`config.mk`:
```
export PLATFORM = sky130hd
export DESIGN_NAME = sc_shiftsel_sequencer
export DESIGN_NICKNAME = d
export VERILOG_FILES = /design/src/rtl/sc_shiftsel_sequencer.sv
export SDC_FILE = /design/constraint.sdc
export NUM_CORES = 1
export LEC_CHECK = 0
export CAP_MARGIN = 20
export CORE_UTILIZATION = 33
export DETAILED_ROUTE_END_ITERATION = 7
export PLACE_DENSITY = 0.62
export SLEW_MARGIN = 20
export SYNTH_ARGS = -nofsm -noshare
export SYNTH_HDL_FRONTEND = slang
export SYNTH_SLANG_ARGS = --single-unit
```
`constraint.sdc`:
```
create_clock -name SC_RegSHIFTER_CLOCK_50 -period 5.5 [get_ports SC_RegSHIFTER_CLOCK_50]
set_input_delay 1.1 -clock SC_RegSHIFTER_CLOCK_50 [delete_from_list [all_inputs] [get_ports SC_RegSHIFTER_CLOCK_50]]
set_output_delay 1.1 -clock SC_RegSHIFTER_CLOCK_50 [all_outputs]
set_load 0.02 [all_outputs]
```
`src/rtl/sc_shiftsel_sequencer.sv`:
```
// sc_shiftsel_sequencer
// Upstream stage of the register shifter: holds a DATAWIDTH-bit pattern that
// can be loaded from switches, rotates it once per prescaled tick during a run,
// and presents it on the shifter's selection bus.
//
// Ports:
//   SC_RegSHIFTER_CLOCK_50      in   system clock (50 MHz)
//   SC_RegSHIFTER_RESET_InHigh  in   asynchronous active-high reset
//   seq_load_In                 in   capture seq_pattern_In (IDLE only)
//   seq_pattern_In              in   pattern to load
//   seq_start_In                in   start a run (IDLE only)
//   seq_stop_In                 in   abort a run (RUN only)
//   seq_dir_In                  in   0 = rotate left, 1 = rotate right
//   seq_steps_In                in   rotations per run, 0 = until stopped
//   seq_shiftselection_OutBUS   out  current pattern
//   seq_strobe_Out              out  one-cycle pulse after every bus update
//   seq_busy_Out                out  high while running
//   seq_done_Out                out  one-cycle pulse when a counted run ends
module sc_shiftsel_sequencer #(
    parameter int                   DATAWIDTH     = 8,
    parameter int                   TICK_DIV      = 50000000,
    parameter int                   STEPS_WIDTH   = 4,
    parameter logic [DATAWIDTH-1:0] RESET_PATTERN = 8'h0F
) (
    input  logic                   SC_RegSHIFTER_CLOCK_50,
    input  logic                   SC_RegSHIFTER_RESET_InHigh,
    input  logic                   seq_load_In,
    input  logic [DATAWIDTH-1:0]   seq_pattern_In,
    input  logic                   seq_start_In,
    input  logic                   seq_stop_In,
    input  logic                   seq_dir_In,
    input  logic [STEPS_WIDTH-1:0] seq_steps_In,
    output logic [DATAWIDTH-1:0]   seq_shiftselection_OutBUS,
    output logic                   seq_strobe_Out,
    output logic                   seq_busy_Out,
    output logic                   seq_done_Out
);

    localparam int              PS_W    = (TICK_DIV > 1) ? $clog2(TICK_DIV) : 1;
    localparam logic [PS_W-1:0] PS_LAST = PS_W'(TICK_DIV - 1);

    typedef enum logic [1:0] {
        S_IDLE,
        S_RUN,
        S_DONE
    } state_t;

    state_t                 r_state,   w_state_next;
    logic [DATAWIDTH-1:0]   r_pattern, w_pattern_next;
    logic [PS_W-1:0]        r_presc,   w_presc_next;
    logic [STEPS_WIDTH-1:0] r_count,   w_count_next;
    logic [STEPS_WIDTH-1:0] r_steps,   w_steps_next;
    logic                   r_dir,     w_dir_next;
    logic                   r_strobe,  w_strobe_next;
    logic                   r_busy;
    logic                   r_done;

    logic                   w_tick;
    logic [STEPS_WIDTH-1:0] w_count_inc;
    logic [DATAWIDTH-1:0]   w_rotated;

    always_comb begin
        w_tick      = (r_presc == PS_LAST);
        w_count_inc = r_count + 1'b1;
        w_rotated   = r_dir ? {r_pattern[0], r_pattern[DATAWIDTH-1:1]}
                            : {r_pattern[DATAWIDTH-2:0], r_pattern[DATAWIDTH-1]};

        w_state_next   = r_state;
        w_pattern_next = r_pattern;
        w_presc_next   = r_presc;
        w_count_next   = r_count;
        w_steps_next   = r_steps;
        w_dir_next     = r_dir;
        w_strobe_next  = 1'b0;

        case (r_state)
            S_IDLE: begin
                // Load and start may coincide: the run then rotates the new pattern.
                if (seq_load_In) begin
                    w_pattern_next = seq_pattern_In;
                    w_strobe_next  = 1'b1;
                end
                if (seq_start_In) begin
                    w_dir_next   = seq_dir_In;
                    w_steps_next = seq_steps_In;
                    w_presc_next = '0;
                    w_count_next = '0;
                    w_state_next = S_RUN;
                end
            end
            S_RUN: begin
                // Stop wins over a coincident tick: no rotation, no done.
                if (seq_stop_In) begin
                    w_state_next = S_IDLE;
                end else begin
                    w_presc_next = w_tick ? '0 : r_presc + 1'b1;
                    if (w_tick) begin
                        w_pattern_next = w_rotated;
                        w_strobe_next  = 1'b1;
                        w_count_next   = w_count_inc;
                        if ((r_steps != '0) && (w_count_inc == r_steps))
                            w_state_next = S_DONE;
                    end
                end
            end
            S_DONE: begin
                w_state_next = S_IDLE;
            end
            default: begin
                w_state_next = S_IDLE;
            end
        endcase
    end

    always_ff @(posedge SC_RegSHIFTER_CLOCK_50 or posedge SC_RegSHIFTER_RESET_InHigh) begin
        if (SC_RegSHIFTER_RESET_InHigh) begin
            r_state   <= S_IDLE;
            r_pattern <= RESET_PATTERN;
            r_presc   <= '0;
            r_count   <= '0;
            r_steps   <= '0;
            r_dir     <= 1'b0;
            r_strobe  <= 1'b0;
            r_busy    <= 1'b0;
            r_done    <= 1'b0;
        end else begin
            r_state   <= w_state_next;
            r_pattern <= w_pattern_next;
            r_presc   <= w_presc_next;
            r_count   <= w_count_next;
            r_steps   <= w_steps_next;
            r_dir     <= w_dir_next;
            r_strobe  <= w_strobe_next;
            // Status flags are registered decodes of the state, so done
            // follows the final rotation strobe by one cycle.
            r_busy    <= (r_state == S_RUN);
            r_done    <= (r_state == S_DONE);
        end
    end

    assign seq_shiftselection_OutBUS = r_pattern;
    assign seq_strobe_Out            = r_strobe;
    assign seq_busy_Out              = r_busy;
    assign seq_done_Out              = r_done;

endmodule

```
=== Word level (Yosys, flattened, before mapping) ===
Cells that the tools add are included.

* Input bits: 18
* Memory bits (writable): 0
* Register bits after elaboration: 48
* Logic and storage cells: 52
* ROM bits: 0
* Latch bits: 0
* Output and inout bits: 11
* Memories: 0

* Shifts and indexed selects: 0
* Equal/unequal tests: 10
* Divide/modulo/power cells: 0
* Reduce and logical (&&, ||, !) cells: 9
* Order comparisons: 0
* Multipliers: 0
* Bitwise gates (word level): 0
* Add/sub/neg operators: 2
* Multiplexer cells: 22

{| class="wikitable"
|+ Operators with widths
! operator !! count
|-
| 26-bit two-way mux || 3
|-
| 26-bit one-hot mux with 2 select lines || 1
|-
| 8-bit two-way mux || 4
|-
| 26-bit by 1-bit adder with 26-bit output (second input constant) || 1
|-
| 26-bit == test (second input constant) || 1
|-
| 8-bit one-hot mux with 2 select lines || 1
|-
| 4-bit two-way mux || 3
|-
| 2-bit two-way mux || 4
|-
| 2-bit != test (second input constant) || 4
|-
| 4-bit one-hot mux with 2 select lines || 1
|-
| 4-bit AND reduction || 2
|-
| 3-bit != test (second input constant) || 2
|-
| 3-bit AND reduction || 2
|-
| 4-bit by 1-bit adder with 4-bit output (second input constant) || 1
|-
| 4-bit == test || 1
|-
| 2-bit one-hot mux with 2 select lines || 1
|-
| 4-bit nonzero test || 1
|-
| 1-bit two-way mux || 3
|-
| 2-bit by 1-bit == test with 1-bit output (second input constant) || 1
|-
| 2-bit == test (second input constant) || 1
|-
| 2-bit logical NOT || 1
|-
| 1-bit one-hot mux with 2 select lines || 1
|-
| 2-bit AND reduction || 1
|-
| 2-bit nonzero test || 1
|-
| 1-bit logical AND || 1
|}

=== Logic depth before layout (Yosys ltp) ===
Gate-level depths: netlist of run 1.

* Depth after elaboration: 7
* Mapped depth: 8
* Gate-level depth less buffers: 6

=== Least setup slack after synthesis of run 1 ===
OpenSTA, ideal clock, no wires.

* Kind: input to register
* From: in seq_stop_In
* To: reg r_presc[24]
* Stages on the path: 6
* Data arrival time: 2.204 ns
* Slack: 3.171 ns
* Library setup time: 0.124 ns
* Buffers on the path: 1
* Path through: nand2b_1 -> a21o_1 -> clkbuf_1 -> nor4b_1 -> xnor2_1 -> nor2_1

* Word-level cells in the longest chain between the ends: 2

{| class="wikitable"
|+ Ends and longest elaborated chain
! what !! RTL line !! source
|-
| start, declared || 30 || <nowiki>input logic seq_stop_In,</nowiki>
|-
| 2-bit != test (no source line) || -- ||
|-
| 3-bit AND reduction (no source line) || -- ||
|-
| end signal, assigned || 129 || <nowiki>r_presc <= w_presc_next;</nowiki>
|-
| end, declared || 50 || <nowiki>logic [PS_W-1:0] r_presc, w_presc_next;</nowiki>
|}

No other way between the ends.
A chain may end at the register's enable or synchronous reset.

==> results.sh, run 1 <==
export IMPL_status="finished, final reports clean"
export IMPL_final_setup_tns_ns=0
export IMPL_ys_seq_area_frac=0.443
export IMPL_hold_viol_final=0
export IMPL_die_y_um=92.8
export IMPL_clk_pin_slew_ns=0.08
export IMPL_grt_max_degree=49
export IMPL_hp_class="reg -> reg"
export IMPL_cap_violations=0
export IMPL_die_w_um=92.8
export IMPL_rsz0062_at_grt="false"
export IMPL_gr_usage_all_layers=0.137
export IMPL_root_buffer="clkbuf_8"
export IMPL_finalCriticalPeriod_ns=2.90
export IMPL_cp_slowest_stage_delay_ns=0.50
export IMPL_finalMaxSlewViolations=0
export IMPL_use_met3=0.0255
export IMPL_die_area_sq_um=8610
export IMPL_drt_pass1_iterations=4
export IMPL_initial_core_util=0.347
export IMPL_crit_slowest_cell="nor2_1"
export IMPL_grt_overflow_total=0
export IMPL_ys_flop_type="dfrtp_1"
export IMPL_vias_per_cell=5.29
export IMPL_cts_tree="yes"
export IMPL_seqPwrFrac=0.503
export IMPL_diodes=0
export IMPL_fin_nets=318
export IMPL_met1_usage=0.188
export IMPL_cts_setup_buffers=0
export IMPL_wl_um=5570
export IMPL_setup_violations_final=0
export IMPL_flow_area_growth_from_synthesis_pct=14.9
export IMPL_rr_endpoint="r_count[0]$_DFFE_PP0P_"
export IMPL_postSynthAreaPerCell_sq_um=9.93
export IMPL_path_delay_family="simple AND/OR/NAND/NOR gates"
export IMPL_path_cells="clkdlybuf4s50_1 -> nand2b_1 -> a21o_1 -> nor2_1 -> mux2_2"
export IMPL_swShare=0.332
export IMPL_crit_type="in -> reg"
export IMPL_holdBufCountCts=0
export IMPL_cp_start_kind="input pin"
export IMPL_wl_per_cell_um=13.9
export IMPL_crit_arrival_ns=3.09
export IMPL_synth_distinct_cells=48
export IMPL_path_buf_inv=1
export IMPL_grt_pass1_vias=2018
export IMPL_busiest_layer="met2"
export IMPL_row_count=32
export IMPL_numCtsBuffers=5
export IMPL_synth_edf_count=0
export IMPL_crit_fanout=20
export IMPL_ant_nets=0
export IMPL_final_setup_skew_ns=0.0105
export IMPL_grt_pass1_wl_um=9430
export IMPL_rr_worst_depth=6
export IMPL_power_switching_w=0.000343
export IMPL_drive_gt1_frac=0.130
export IMPL_min_from="r_state[0]$_DFFE_PP0P_"
export IMPL_htreeDepth=2
export IMPL_synthesis_nets=294
export IMPL_leakagePower_nw=1.23
export IMPL_max_clock_freq_mhz=345
export IMPL_stdcell_area_sq_um=3130
export IMPL_whs_path_depth=1
export IMPL_tightest_slew_ns=0.841
export IMPL_internal_power_w=0.000690
export IMPL_clockBufferDepth=2
export IMPL_critPathCaptureType="flop"
export IMPL_hpwl_um=3830
export IMPL_coreArea_sq_um=7850
export IMPL_r2r_start="r_presc[0]$_DFFE_PP0P_"
export IMPL_clk_latency_ns=0.30
export IMPL_combPwrFrac=0.286
export IMPL_place_area_sq_um=3030
export IMPL_port_buffer_count=28
export IMPL_yosys_warnings=0
export IMPL_power_per_cell_area_nw_per_um2=330
export IMPL_hold_end="seq_done_Out$_DFF_PP0_"
export IMPL_globalplace_congestion=0.840
export IMPL_ir_drop_uv=90.2
export IMPL_min_period_over_period=0.527
export IMPL_initialDrtViolationCount=121
export IMPL_cts_resized=0
export IMPL_r2r_slack_ns=3.03
export IMPL_cts_sinks=48
export IMPL_synthArstFlopShare=1.00
export IMPL_grt_use_met2=0.216
export IMPL_crit_required_ns=5.69
export IMPL_ys_ff_latch=48
export IMPL_syn_cell_area_sq_um=2720
export IMPL_io_pin_count=29
export IMPL_drc=0
export IMPL_relSlewSlack=0.438
export IMPL_antenna_found_initial=0
export IMPL_pwr_share_clk=0.211
export IMPL_vias=2122
export IMPL_synth_cells=274
==> stage by stage <==
stage          std cells  total power [W]  setup slack, ns  hold WS [ns]   util
2_1_floorplan        274         0.000712             3.17         0.457      -
3_3_place_gp         393         0.000817             2.31         0.491  0.386
3_5_place_dp         393         0.000825             2.26         0.516  0.386
4_1_cts              401          0.00105             2.58         0.526  0.398
5_1_grt              401          0.00110             2.48         0.547  0.399
6_report             401          0.00103             2.60         0.527  0.399
==> how the worst max path moves through the flow <==
stage                           start                       to  slack (ns)  depth (start not counted)
after detailed placement  seq_stop_In        r_dir$_DFFE_PP0P_        2.26                          5
final                     seq_stop_In        r_dir$_DFFE_PP0P_        2.60                          5
after floorplan           seq_stop_In  r_presc[24]$_DFFE_PP0P_        3.17                          6
after CTS                 seq_stop_In        r_dir$_DFFE_PP0P_        2.58                          5
after global routing      seq_stop_In        r_dir$_DFFE_PP0P_        2.48                          5
after global placement    seq_stop_In   r_steps[1]$_DFFE_PP0P_        2.31                          5
==> Yosys cell counts, types with 7 or more instances <==
master / count / share of area
nor3_1: 7 / 0.013
nand2_1: 32 / 0.044
dfrtp_1: 44 / 0.40
o21ai_0: 17 / 0.031
mux2i_1: 9 / 0.033
mux2_2: 13 / 0.054
nand3_1: 15 / 0.028
xor2_1: 10 / 0.032
nor2_1: 22 / 0.030
inv_1: 9 / 0.012
xnor2_1: 9 / 0.029
nand4_1: 14 / 0.032
==> area by class of cell <==
cell class,instances,area (sq um)
multi-input combinational,206,1390
tap,102,128
clock buffer,7,86.3
clock inverter,1,7.51
sequential,48,1210
fill,804,4720
timing repair buffer,28,280
inverter,9,35.0
==> sequential cells by signal (all words and copies together) (netlist names) <==
signal	flops
r_count	4
r_state	2
seq_strobe_Out	1
seq_shiftselection_OutBUS	8
r_steps	4
r_presc	26
seq_busy_Out	1
r_dir	1
seq_done_Out	1
==> cells by family after synthesis <==
kind of cell | synth area share
AND/OR/NAND/NOR | 0.248
flip-flops | 0.443
AO/OA/AOI/OAI | 0.103
buffers and inverters | 0.0478
multiplexers | 0.0869
adder cells (fa/ha/maj) | 0.00919
XOR/XNOR | 0.0611
==> layout by cell type (no fill, tap or decap), drive strengths merged, types with 6 or more instances in the layout <==
cell type      count
nand4             14
and4               6
xor2              10
dfrtp             44
nand3             15
xnor2              9
mux2i              9
nor3               7
mux2              13
o21ai             17
nor2              22
inv                8
clkdlybuf4s50     28
clkbuf             7
nand2             34
==> routing by layer <==
layer / share of wire / vias to the layer above
met2: 0.46 / 44
met5: 0 / -
met3: 0.034 / 6
li1: - / 1033
met4: 0.012 / 0
met1: 0.50 / 1039
==> power by group through the flow <==
stage	Combinational [W]	Sequential, W	Clock, W
CTS	0.000300	0.000519	0.000227
finish	0.000296	0.000519	0.000218
global placement	0.000294	0.000523	0
detailed placement	0.000299	0.000526	0
global route	0.000325	0.000533	0.000243
floorplan	0.000178	0.000534	0
Power figures use the tool's default switching activity.
==> run 2: changes to the inputs <==
--- a/config.mk
+++ b/config.mk
@@ -8,7 +8,7 @@
 export CAP_MARGIN = 20
 export CORE_UTILIZATION = 33
 export DETAILED_ROUTE_END_ITERATION = 7
-export PLACE_DENSITY = 0.62
+export PLACE_DENSITY = 0.64
 export SLEW_MARGIN = 20
 export SYNTH_ARGS = -nofsm -noshare
 export SYNTH_HDL_FRONTEND = slang
==> constraint.sdc (replaced) <==
create_clock -name SC_RegSHIFTER_CLOCK_50 -period 2.4 [get_ports SC_RegSHIFTER_CLOCK_50]
set_input_delay 0.48 -clock SC_RegSHIFTER_CLOCK_50 [delete_from_list [all_inputs] [get_ports SC_RegSHIFTER_CLOCK_50]]
set_output_delay 0.48 -clock SC_RegSHIFTER_CLOCK_50 [all_outputs]
set_load 0.02 [all_outputs]
==> results.sh, run 2 (synthesis gave the netlist of run 1 again) <==
export IMPL_holdBufCountCts=0
export IMPL_crit_arrival_ns=2.28
export IMPL_fin_nets=331
export IMPL_final_setup_tns_ns=0
export IMPL_hpwl_um=4120
export IMPL_rr_worst_depth=7
export IMPL_status="finished, final reports clean"
export IMPL_path_buf_inv=1
export IMPL_r2r_start="r_presc[0]$_DFFE_PP0P_"
export IMPL_grt_pass1_wl_um=9610
export IMPL_path_cells="ha_1 -> and3_1 -> nand2_8 -> or4_4 -> buf_4 -> nand2_4 -> o311ai_0"
export IMPL_final_common_cell="dfrtp_1"
export IMPL_final_setup_skew_ns=0.00599
export IMPL_power_switching_w=0.000795
export IMPL_crit_start="r_presc[0]$_DFFE_PP0P_"
export IMPL_drc=0
export IMPL_cp_slowest_stage_delay_ns=0.51
export IMPL_die_area_sq_um=8610
export IMPL_clockBufferDepth=2
export IMPL_htreeDepth=2
export IMPL_die_w_um=92.8
export IMPL_wl_um=5600
export IMPL_cts_resized=0
export IMPL_stdcell_area_sq_um=3220
export IMPL_seqPwrFrac=0.502
export IMPL_top_register="r_presc"
export IMPL_clk_latency_ns=0.29
export IMPL_gr_usage_all_layers=0.141
export IMPL_initial_core_util=0.347
export IMPL_flow_area_growth_from_synthesis_pct=18.2
export IMPL_critPathCaptureType="flop"
export IMPL_tightest_slew_ns=0.492
export IMPL_coreArea_sq_um=7850
export IMPL_hold_viol_final=0
export IMPL_place_area_sq_um=3130
export IMPL_final_cell_mix="44 x dfrtp_1, 32 x nand2_1, 28 x clkdlybuf4s50_1"
export IMPL_setup_violations_final=0
export IMPL_r2r_slack_ns=0.27
export IMPL_crit_end="r_presc[7]$_DFFE_PP0P_"
export IMPL_cap_violations=0
export IMPL_wl_per_cell_um=13.5
export IMPL_crit_required_ns=2.55
export IMPL_grt_pass1_vias=2014
export IMPL_globalplace_congestion=0.802
export IMPL_finalCriticalPeriod_ns=2.13
export IMPL_path_delay_family="simple AND/OR/NAND/NOR gates"
export IMPL_max_clock_freq_mhz=469
export IMPL_combPwrFrac=0.300
export IMPL_power_per_cell_area_nw_per_um2=738
export IMPL_pwr_share_clk=0.198
export IMPL_cts_sinks=48
export IMPL_grt_overflow_total=0
export IMPL_path_depth=7
export IMPL_swShare=0.335
export IMPL_relSlewSlack=0.669
export IMPL_internal_power_w=0.00158
export IMPL_largest_reg_flops=26
export IMPL_port_buffer_count=28
export IMPL_diodes=0
export IMPL_clk_pin_slew_ns=0.09
export IMPL_io_pin_count=29
export IMPL_crit_fanout=10
export IMPL_post_place_ws_ns=0.165
export IMPL_finalMaxSlewViolations=0
export IMPL_root_buffer="clkbuf_8"
export IMPL_leakagePower_nw=1.30
export IMPL_row_count=32
export IMPL_rr_endpoint="r_presc[7]$_DFFE_PP0P_"
export IMPL_drive_gt1_frac=0.167
export IMPL_drt_pass1_iterations=4
export IMPL_numCtsBuffers=5
export IMPL_ant_nets=0
export IMPL_antenna_found_initial=0
export IMPL_cp_start_kind="flop"
export IMPL_hp_class="in -> async"
export IMPL_initialDrtViolationCount=149
export IMPL_vias=2142
export IMPL_vias_per_cell=5.17
export IMPL_die_y_um=92.8
export IMPL_grt_max_degree=20
export IMPL_ir_drop_uv=257
export IMPL_cts_tree="yes"
export IMPL_worst_slack_ns=0.266
export IMPL_crit_type="reg -> reg"
export IMPL_min_period_over_period=0.889
export IMPL_crit_slowest_cell="or4_4"
export IMPL_rsz0062_at_grt="false"
export IMPL_cts_setup_buffers=0
## run 2: final cells by class
class,count,area [sq um]
Clock buffer,6,72.6
Clock inverter,2,12.5
Fill cell,809,4630
Inverter,9,33.8
Multi-Input combinational cell,206,1390
Sequential cell,48,1210
Tap cell,102,128
Timing Repair Buffer,41,378
## run 2: power by group through the flow
stage	sequential (W)	combinational [W]	clock, W
6_report	0.00119	0.000712	0.000469
5_1_grt	0.00123	0.000776	0.000527
4_1_cts	0.00119	0.000723	0.000495
3_5_place_dp	0.00120	0.000723	0
3_3_place_gp	0.00120	0.000704	0
2_1_floorplan	0.00122	0.000408	0
## run 2: routing by layer
layer	track usage	vias up	wire [um]
li1	-	1059	-
met1	0.202	1044	2710
met2	0.212	34	2590
met3	0.0320	5	253
met4	0.0346	0	49
met5	0	-	0
## run 2: how the worst min path moves through the flow
stage / from / endpoint
2_1_floorplan: r_presc[6]$_DFFE_PP0P_ / r_presc[6]$_DFFE_PP0P_
5_1_grt: SC_RegSHIFTER_RESET_InHigh / r_steps[1]$_DFFE_PP0P_
4_1_cts: SC_RegSHIFTER_RESET_InHigh / r_steps[1]$_DFFE_PP0P_
6_report: SC_RegSHIFTER_RESET_InHigh / r_steps[1]$_DFFE_PP0P_
3_3_place_gp: r_presc[6]$_DFFE_PP0P_ / r_presc[6]$_DFFE_PP0P_
3_5_place_dp: r_presc[6]$_DFFE_PP0P_ / r_presc[6]$_DFFE_PP0P_
## run 2: metrics by stage
stage / utilization / cells / power (W) / hold WS, ns
3_3_place_gp: 0.399 / 406 / 0.00190 / 0.494
3_5_place_dp: 0.399 / 406 / 0.00193 / 0.489
6_report: 0.410 / 414 / 0.00237 / 0.489
2_1_floorplan: - / 274 / 0.00163 / 0.457
4_1_cts: 0.410 / 414 / 0.00241 / 0.499
5_1_grt: 0.410 / 414 / 0.00253 / 0.512
